===== config.mk =====
export PLATFORM = sky130hd
export DESIGN_NAME = ram_s2psbe1c_arb
export DESIGN_NICKNAME = d
export VERILOG_FILES = /design/src/rtl/ram_s2psbe1c_arb_pkg.sv /design/src/rtl/ram_s2psbe1c_arb_rr.sv /design/src/rtl/ram_s2psbe1c_arb.sv
export SDC_FILE = /design/constraint.sdc
export NUM_CORES = 1
export LEC_CHECK = 0
export CAP_MARGIN = 20
export CELL_PAD_IN_SITES_DETAIL_PLACEMENT = 2
export CELL_PAD_IN_SITES_GLOBAL_PLACEMENT = 2
export CORE_MARGIN = 5
export CORE_UTILIZATION = 10
export CTS_CLUSTER_DIAMETER = 100
export DETAILED_ROUTE_END_ITERATION = 12
export PLACE_DENSITY = 0.95
export SYNTH_ARGS = -nofsm -noshare
export SYNTH_HDL_FRONTEND = slang
export SYNTH_HIERARCHICAL = 1
export SYNTH_SLANG_ARGS = --single-unit

===== constraint.sdc =====
create_clock -name clk_i -period 3.5 [get_ports clk_i]
set_input_delay 0.525 -clock clk_i [delete_from_list [all_inputs] [get_ports clk_i]]
set_output_delay 0.525 -clock clk_i [all_outputs]
set_load 0.02 [all_outputs]

===== src/rtl/ram_s2psbe1c_arb_pkg.sv =====
// Shared types and helpers for the byte-enable RAM arbiter.
// rr_pick: one-hot round-robin grant from a one-hot pointer and a candidate mask.
package ram_arb_pkg;

    // Widest requester count the helper function handles.
    localparam int MAX_REQ = 32;

    localparam logic [MAX_REQ-1:0] ONE = {{(MAX_REQ-1){1'b0}}, 1'b1};

    // Pick the first candidate at or above the pointer bit. If none is
    // found there, wrap around and pick the lowest candidate overall.
    // The pointer must be one-hot, and candidate bits above the real
    // requester count must be zero.
    function automatic logic [MAX_REQ-1:0] rr_pick(
        input logic [MAX_REQ-1:0] ptr_oh,
        input logic [MAX_REQ-1:0] cand
    );
        logic [MAX_REQ-1:0] below;
        logic [MAX_REQ-1:0] hi;
        logic [MAX_REQ-1:0] sel;
        below = ptr_oh - ONE;
        hi    = cand & ~below;
        sel   = (|hi) ? hi : cand;
        // Isolate the lowest set bit.
        return sel & (~sel + ONE);
    endfunction

endpackage


===== src/rtl/ram_s2psbe1c_arb_rr.sv =====
// Round-robin arbiter: one-hot priority pointer, combinational grant.
// Ports: clk_i, rst_i, req_i[N] candidates, gnt_o[N] one-hot grant.
module rr_arbiter
    import ram_arb_pkg::*;
#(
    parameter int N = 2
) (
    input  logic         clk_i,
    input  logic         rst_i,
    input  logic [N-1:0] req_i,
    output logic [N-1:0] gnt_o
);

    logic [N-1:0]       ptr_q;
    logic [MAX_REQ-1:0] ptr_w;
    logic [MAX_REQ-1:0] req_w;
    logic [MAX_REQ-1:0] gnt_w;
    logic               unused_gnt;

    always_comb begin
        ptr_w = '0;
        req_w = '0;
        ptr_w[N-1:0] = ptr_q;
        req_w[N-1:0] = req_i;
    end

    assign gnt_w      = rr_pick(ptr_w, req_w);
    assign gnt_o      = gnt_w[N-1:0];
    assign unused_gnt = ^gnt_w;

    // The pointer moves one past the winner, so the winner goes to the
    // back of the line. With no grant it holds.
    always_ff @(posedge clk_i) begin
        if (rst_i) begin
            ptr_q <= {{(N-1){1'b0}}, 1'b1};
        end else if (|gnt_o) begin
            ptr_q <= {gnt_o[N-2:0], gnt_o[N-1]};
        end
    end

endmodule


===== src/rtl/ram_s2psbe1c_arb.sv =====
// Shares one simple-dual-port byte-enable RAM among N_REQ requesters:
// one write and one read grant per cycle, each class round-robin.
// Ports: req_* per-requester commands, req_ready_o combinational grant,
// rsp_valid_o/rsp_data_o read return, ram_* RAM write/read ports.
module ram_s2psbe1c_arb
    import ram_arb_pkg::*;
#(
    parameter int N_REQ         = 2,
    parameter int BYTE_WIDTH    = 8,
    parameter int BYTES_IN_WORD = 4,
    parameter int WORD_COUNT    = 256
) (
    input  logic clk_i,
    input  logic rst_i,

    input  logic [N_REQ-1:0] req_valid_i,
    output logic [N_REQ-1:0] req_ready_o,
    input  logic [N_REQ-1:0] req_we_i,
    input  logic [N_REQ-1:0][BYTES_IN_WORD-1:0] req_be_i,
    input  logic [N_REQ-1:0][$clog2(WORD_COUNT)-1:0] req_addr_i,
    input  logic [N_REQ-1:0][BYTE_WIDTH*BYTES_IN_WORD-1:0] req_wdata_i,

    output logic [N_REQ-1:0] rsp_valid_o,
    output logic [BYTE_WIDTH*BYTES_IN_WORD-1:0] rsp_data_o,

    output logic ram_we_o,
    output logic [BYTES_IN_WORD-1:0] ram_be_o,
    output logic [$clog2(WORD_COUNT)-1:0] ram_waddr_o,
    output logic [BYTE_WIDTH*BYTES_IN_WORD-1:0] ram_wdata_o,
    output logic [$clog2(WORD_COUNT)-1:0] ram_raddr_o,
    input  logic [BYTE_WIDTH*BYTES_IN_WORD-1:0] ram_rdata_i
);

    localparam int ADDR_WIDTH = $clog2(WORD_COUNT);
    localparam int WORD_WIDTH = BYTE_WIDTH * BYTES_IN_WORD;

    typedef struct packed {
        logic                     we;
        logic [BYTES_IN_WORD-1:0] be;
        logic [ADDR_WIDTH-1:0]    addr;
        logic [WORD_WIDTH-1:0]    wdata;
    } req_t;

    req_t             req [N_REQ];
    logic [N_REQ-1:0] wr_cand;
    logic [N_REQ-1:0] rd_cand;
    logic [N_REQ-1:0] wr_gnt;
    logic [N_REQ-1:0] rd_gnt;
    logic [N_REQ-1:0] rd_sel_q;

    for (genvar i = 0; i < N_REQ; i++) begin : g_req
        assign req[i] = '{
            we:    req_we_i[i],
            be:    req_be_i[i],
            addr:  req_addr_i[i],
            wdata: req_wdata_i[i]
        };
        assign wr_cand[i] = req_valid_i[i] & req[i].we;
        assign rd_cand[i] = req_valid_i[i] & ~req[i].we;
    end

    rr_arbiter #(.N(N_REQ)) u_wr_arb (
        .clk_i (clk_i),
        .rst_i (rst_i),
        .req_i (wr_cand),
        .gnt_o (wr_gnt)
    );

    rr_arbiter #(.N(N_REQ)) u_rd_arb (
        .clk_i (clk_i),
        .rst_i (rst_i),
        .req_i (rd_cand),
        .gnt_o (rd_gnt)
    );

    assign req_ready_o = wr_gnt | rd_gnt;

    // Grants are one-hot, so at most one branch fires. Idle drives zeros.
    always_comb begin
        ram_be_o    = '0;
        ram_waddr_o = '0;
        ram_wdata_o = '0;
        ram_raddr_o = '0;
        for (int i = 0; i < N_REQ; i++) begin
            if (wr_gnt[i]) begin
                ram_be_o    = req[i].be;
                ram_waddr_o = req[i].addr;
                ram_wdata_o = req[i].wdata;
            end
            if (rd_gnt[i]) begin
                ram_raddr_o = req[i].addr;
            end
        end
    end

    assign ram_we_o = |wr_gnt;

    // Remembers which requester owns the data the RAM returns next cycle.
    // A read accepted while in reset is dropped here.
    always_ff @(posedge clk_i) begin
        if (rst_i) begin
            rd_sel_q <= '0;
        end else begin
            rd_sel_q <= rd_gnt;
        end
    end

    assign rsp_valid_o = rd_sel_q;
    assign rsp_data_o  = ram_rdata_i;

    a_valid_known: assert property (
        @(posedge clk_i) disable iff (rst_i)
        !$isunknown(req_valid_i));

    for (genvar i = 0; i < N_REQ; i++) begin : g_chk
        a_cmd_known: assert property (
            @(posedge clk_i) disable iff (rst_i)
            req_valid_i[i] |-> !$isunknown({req_we_i[i], req_addr_i[i]}));
        a_be_known: assert property (
            @(posedge clk_i) disable iff (rst_i)
            (req_valid_i[i] && req_we_i[i]) |-> !$isunknown(req_be_i[i]));
    end

    a_wr_onehot: assert property (
        @(posedge clk_i) disable iff (rst_i) $onehot0(wr_gnt));
    a_rd_onehot: assert property (
        @(posedge clk_i) disable iff (rst_i) $onehot0(rd_gnt));
    a_rsp_onehot: assert property (
        @(posedge clk_i) disable iff (rst_i) $onehot0(rsp_valid_o));

endmodule


==> results.toml <==
[run_status]
status = "completed"

[detailed_routing]
drt_iter0_drc = 26
ant_nets = 0
num_vias = 1599
drc = 0
drt_first_pass_iters = 4
wl_um = 6850
viasPerCell = 3.88
wl_per_cell_um = 16.6

[worst_setup_path]
r2r_end = "rsp_valid_o[0]$_SDFF_PP0_"
reg2reg_from = "u_rd_arb/ptr_q[0]$_SDFFE_PP1P_"
critPathLaunch = "req_valid_i[1]"
critPathKind = "input pin to output port"
crit_required_ns = 2.97
reg2regPathDepth = 3
worstPathMaxFanout = 32
start_kind = "input pin"
endpoint = "ram_wdata_o[11]"
arrival_ns = 2.69
rrSetupSlack_ns = 2.40
worst_setup_path_end_kind = "output port"

[clocking]
cts-root-buf = "clkbuf_16"
ctsResizeCount = 0
cts_tree = "done"
clkTransAtPathRegs_ns = 0.03
cts-buffers-inserted = 3
htreeDepth = 1
clockBufferDepth = 2
cts.sinks = 6
clk_latency_ns = 0.23
hold_buffers = 0
postCtsSetupRepairBufs = 0

[synthesis]
synth.avg_cell_area_sq_um = 7.95
netlist_instances = 151
syn_area_sq_um = 1200
ys_warn_count = 6
ys_seq_area_share_pct = 10.0
ys_top_cells_by_area = "a22o_1 31%, buf_4 21%, dfxtp_1 10%, buf_12 6.7%, nand2_1 6.3%"
ys_ff_latch = 6
synth_top_cell_by_area = "a22o_1"
synth_top_area_share_pct = 30.6
ys_types = 24
synth_nets = 277

[global_route]
track_usage_pct = 9.00
grt_max_degree = 33
overflow = 0
grt_pass1_vias = 1917
antenna_found_initial = 0
grt_pass1_wl_um = 10300

[place]
port_buffers = 150
gp_congestion = 0.686
place.detailed.hpwl_um = 5880

[sta]
final-hold-violation-count = 0
rsz0062_at_grt = "no"
finalSetupViolations = 0
fin_tns_setup_ns = 0
finalCritPeriodShare_pct = 91.9
min_period_ns = 3.22
relSlewSlack_pct = 71.9
fmax_mhz = 311
skew_ns = 0.000693
maxSlewViolCount = 0
worst_slew_pin_slew_ns = 0.422

[floorplanning]
core_area_sq_um = 11900
die-area_sq_um = 14300
rows = 40
die_w_um = 120
die_h_um = 120
floorplan.io_pins = 215
start_util_pct = 10.1

[power]
irDropWorstVdd_v = 0.000103
power_density_nw_per_um2 = 234
total_power_uw = 618
p_leak_nw = 0.976

[run]
drv_cap = 0

[hold_path]
holdPathStages = 2
hold_class = "flop to flop"
hp-start = "u_wr_arb/ptr_q[0]$_SDFFE_PP1P_"

[finish]
drive_above_1_share_pct = 5.66
fillers = 1364
antennaDiodeCount = 0
finalNetCount = 393
syn2layout_area_growth_pct = 120
## final cells by class
cell class                 instances  area [sq um]  share of cell area, %
sequential                         6           120                   4.54
clock buffer                       3          75.1                   2.84
tap                              147           184                   6.95
timing repair buffer             156          1560                   58.9
multi-input combinational         96           692                   26.2
inverter                           4          15.0                  0.568
## routing by layer
metal  GRT usage [%]  up-vias  share of wire (%)
met3            2.12        9                7.1
li1                -      743                  -
met5               0        -                  0
met2            18.0       89                 56
met1            8.97      758                 35
met4            3.08        0                1.4
## power breakdown
group | internal (mW) | total (mW) | switching, mW
Combinational | 0.206 | 0.353 | 0.146
Sequential | 0.0732 | 0.0762 | 0.00298
Clock | 0.147 | 0.189 | 0.0423
## cells by family after synthesis
logic type	Yosys count	share of synthesized area [%]
compound gates	60	39.4
buf+inv	49	33.3
simple gates	36	17.3
flops	6	10.0
## worst max-delay path, stage by stage
cell and delay [ns]:
clkdlybuf4s50_1 0.49, and2_1 0.19, inv_1 0.10, a21oi_4 0.17, buf_4 0.36, a22o_1 0.22
clkdlybuf4s50_1 0.62
## through the flow
step / utilization [%] / instances / hold slack (ns) / instance area, sq um / setup WS, ns
after detailed placement: 21.6 / 409 / 0.550 / 2570 / 0.265
final: 22.2 / 412 / 0.547 / 2650 / 0.282
after floorplan: - / 151 / 0.497 / 1200 / 1.31
after CTS: 22.2 / 412 / 0.560 / 2650 / 0.252
after global placement: 21.6 / 409 / 0.513 / 2570 / 0.352
after global routing: 22.2 / 412 / 0.591 / 2650 / 0.144
## cell usage after synthesis, drive strengths merged
cell type     number
a22o              42
buf               42
nand2             20
o21ai             10
dfxtp              6
nor2b              5
inv                4
or2                3
a21oi              2
a31o               2
a31oi              2
and2               2
clkbuf             2
nand2b             2
nor3               2
nor3b              2
o21a               2
dlymetal6s2s       1
## registers in the layout, summed over array words and instances, names as in the netlist
name and count:
u_rd_arb/ptr_q 2, rsp_valid_o 2, u_wr_arb/ptr_q 2
## layout by cell type, fill, tap and decap left out, drive strengths merged
cell type      Yosys  final
a31o               2      2
clkdlybuf4s50      0    150
nor3b              2      2
or2                3      3
nor2b              5      5
o21a               2      2
and2               2      2
o21ai             10     10
a21oi              2      2
dfxtp              6      6
a22o              42     42
buf               42      6
nor3               2      2
a31oi              2      2
clkbuf             2      3
nand2b             2      2
inv                4      4
nand2             20     20
## how the worst min path moves through the flow
| stage | slack (ns) | endpoint |
|---|---|---|
| detailed placement | 0.55 | u_wr_arb/ptr_q[0]$_SDFFE_PP1P_ |
| global placement | 0.51 | u_rd_arb/ptr_q[0]$_SDFFE_PP1P_ |
| CTS | 0.56 | u_rd_arb/ptr_q[0]$_SDFFE_PP1P_ |
| floorplan | 0.50 | u_rd_arb/ptr_q[0]$_SDFFE_PP1P_ |
| finish | 0.55 | u_wr_arb/ptr_q[0]$_SDFFE_PP1P_ |
| global route | 0.59 | u_rd_arb/ptr_q[0]$_SDFFE_PP1P_ |
Power figures use the tool's default switching activity.
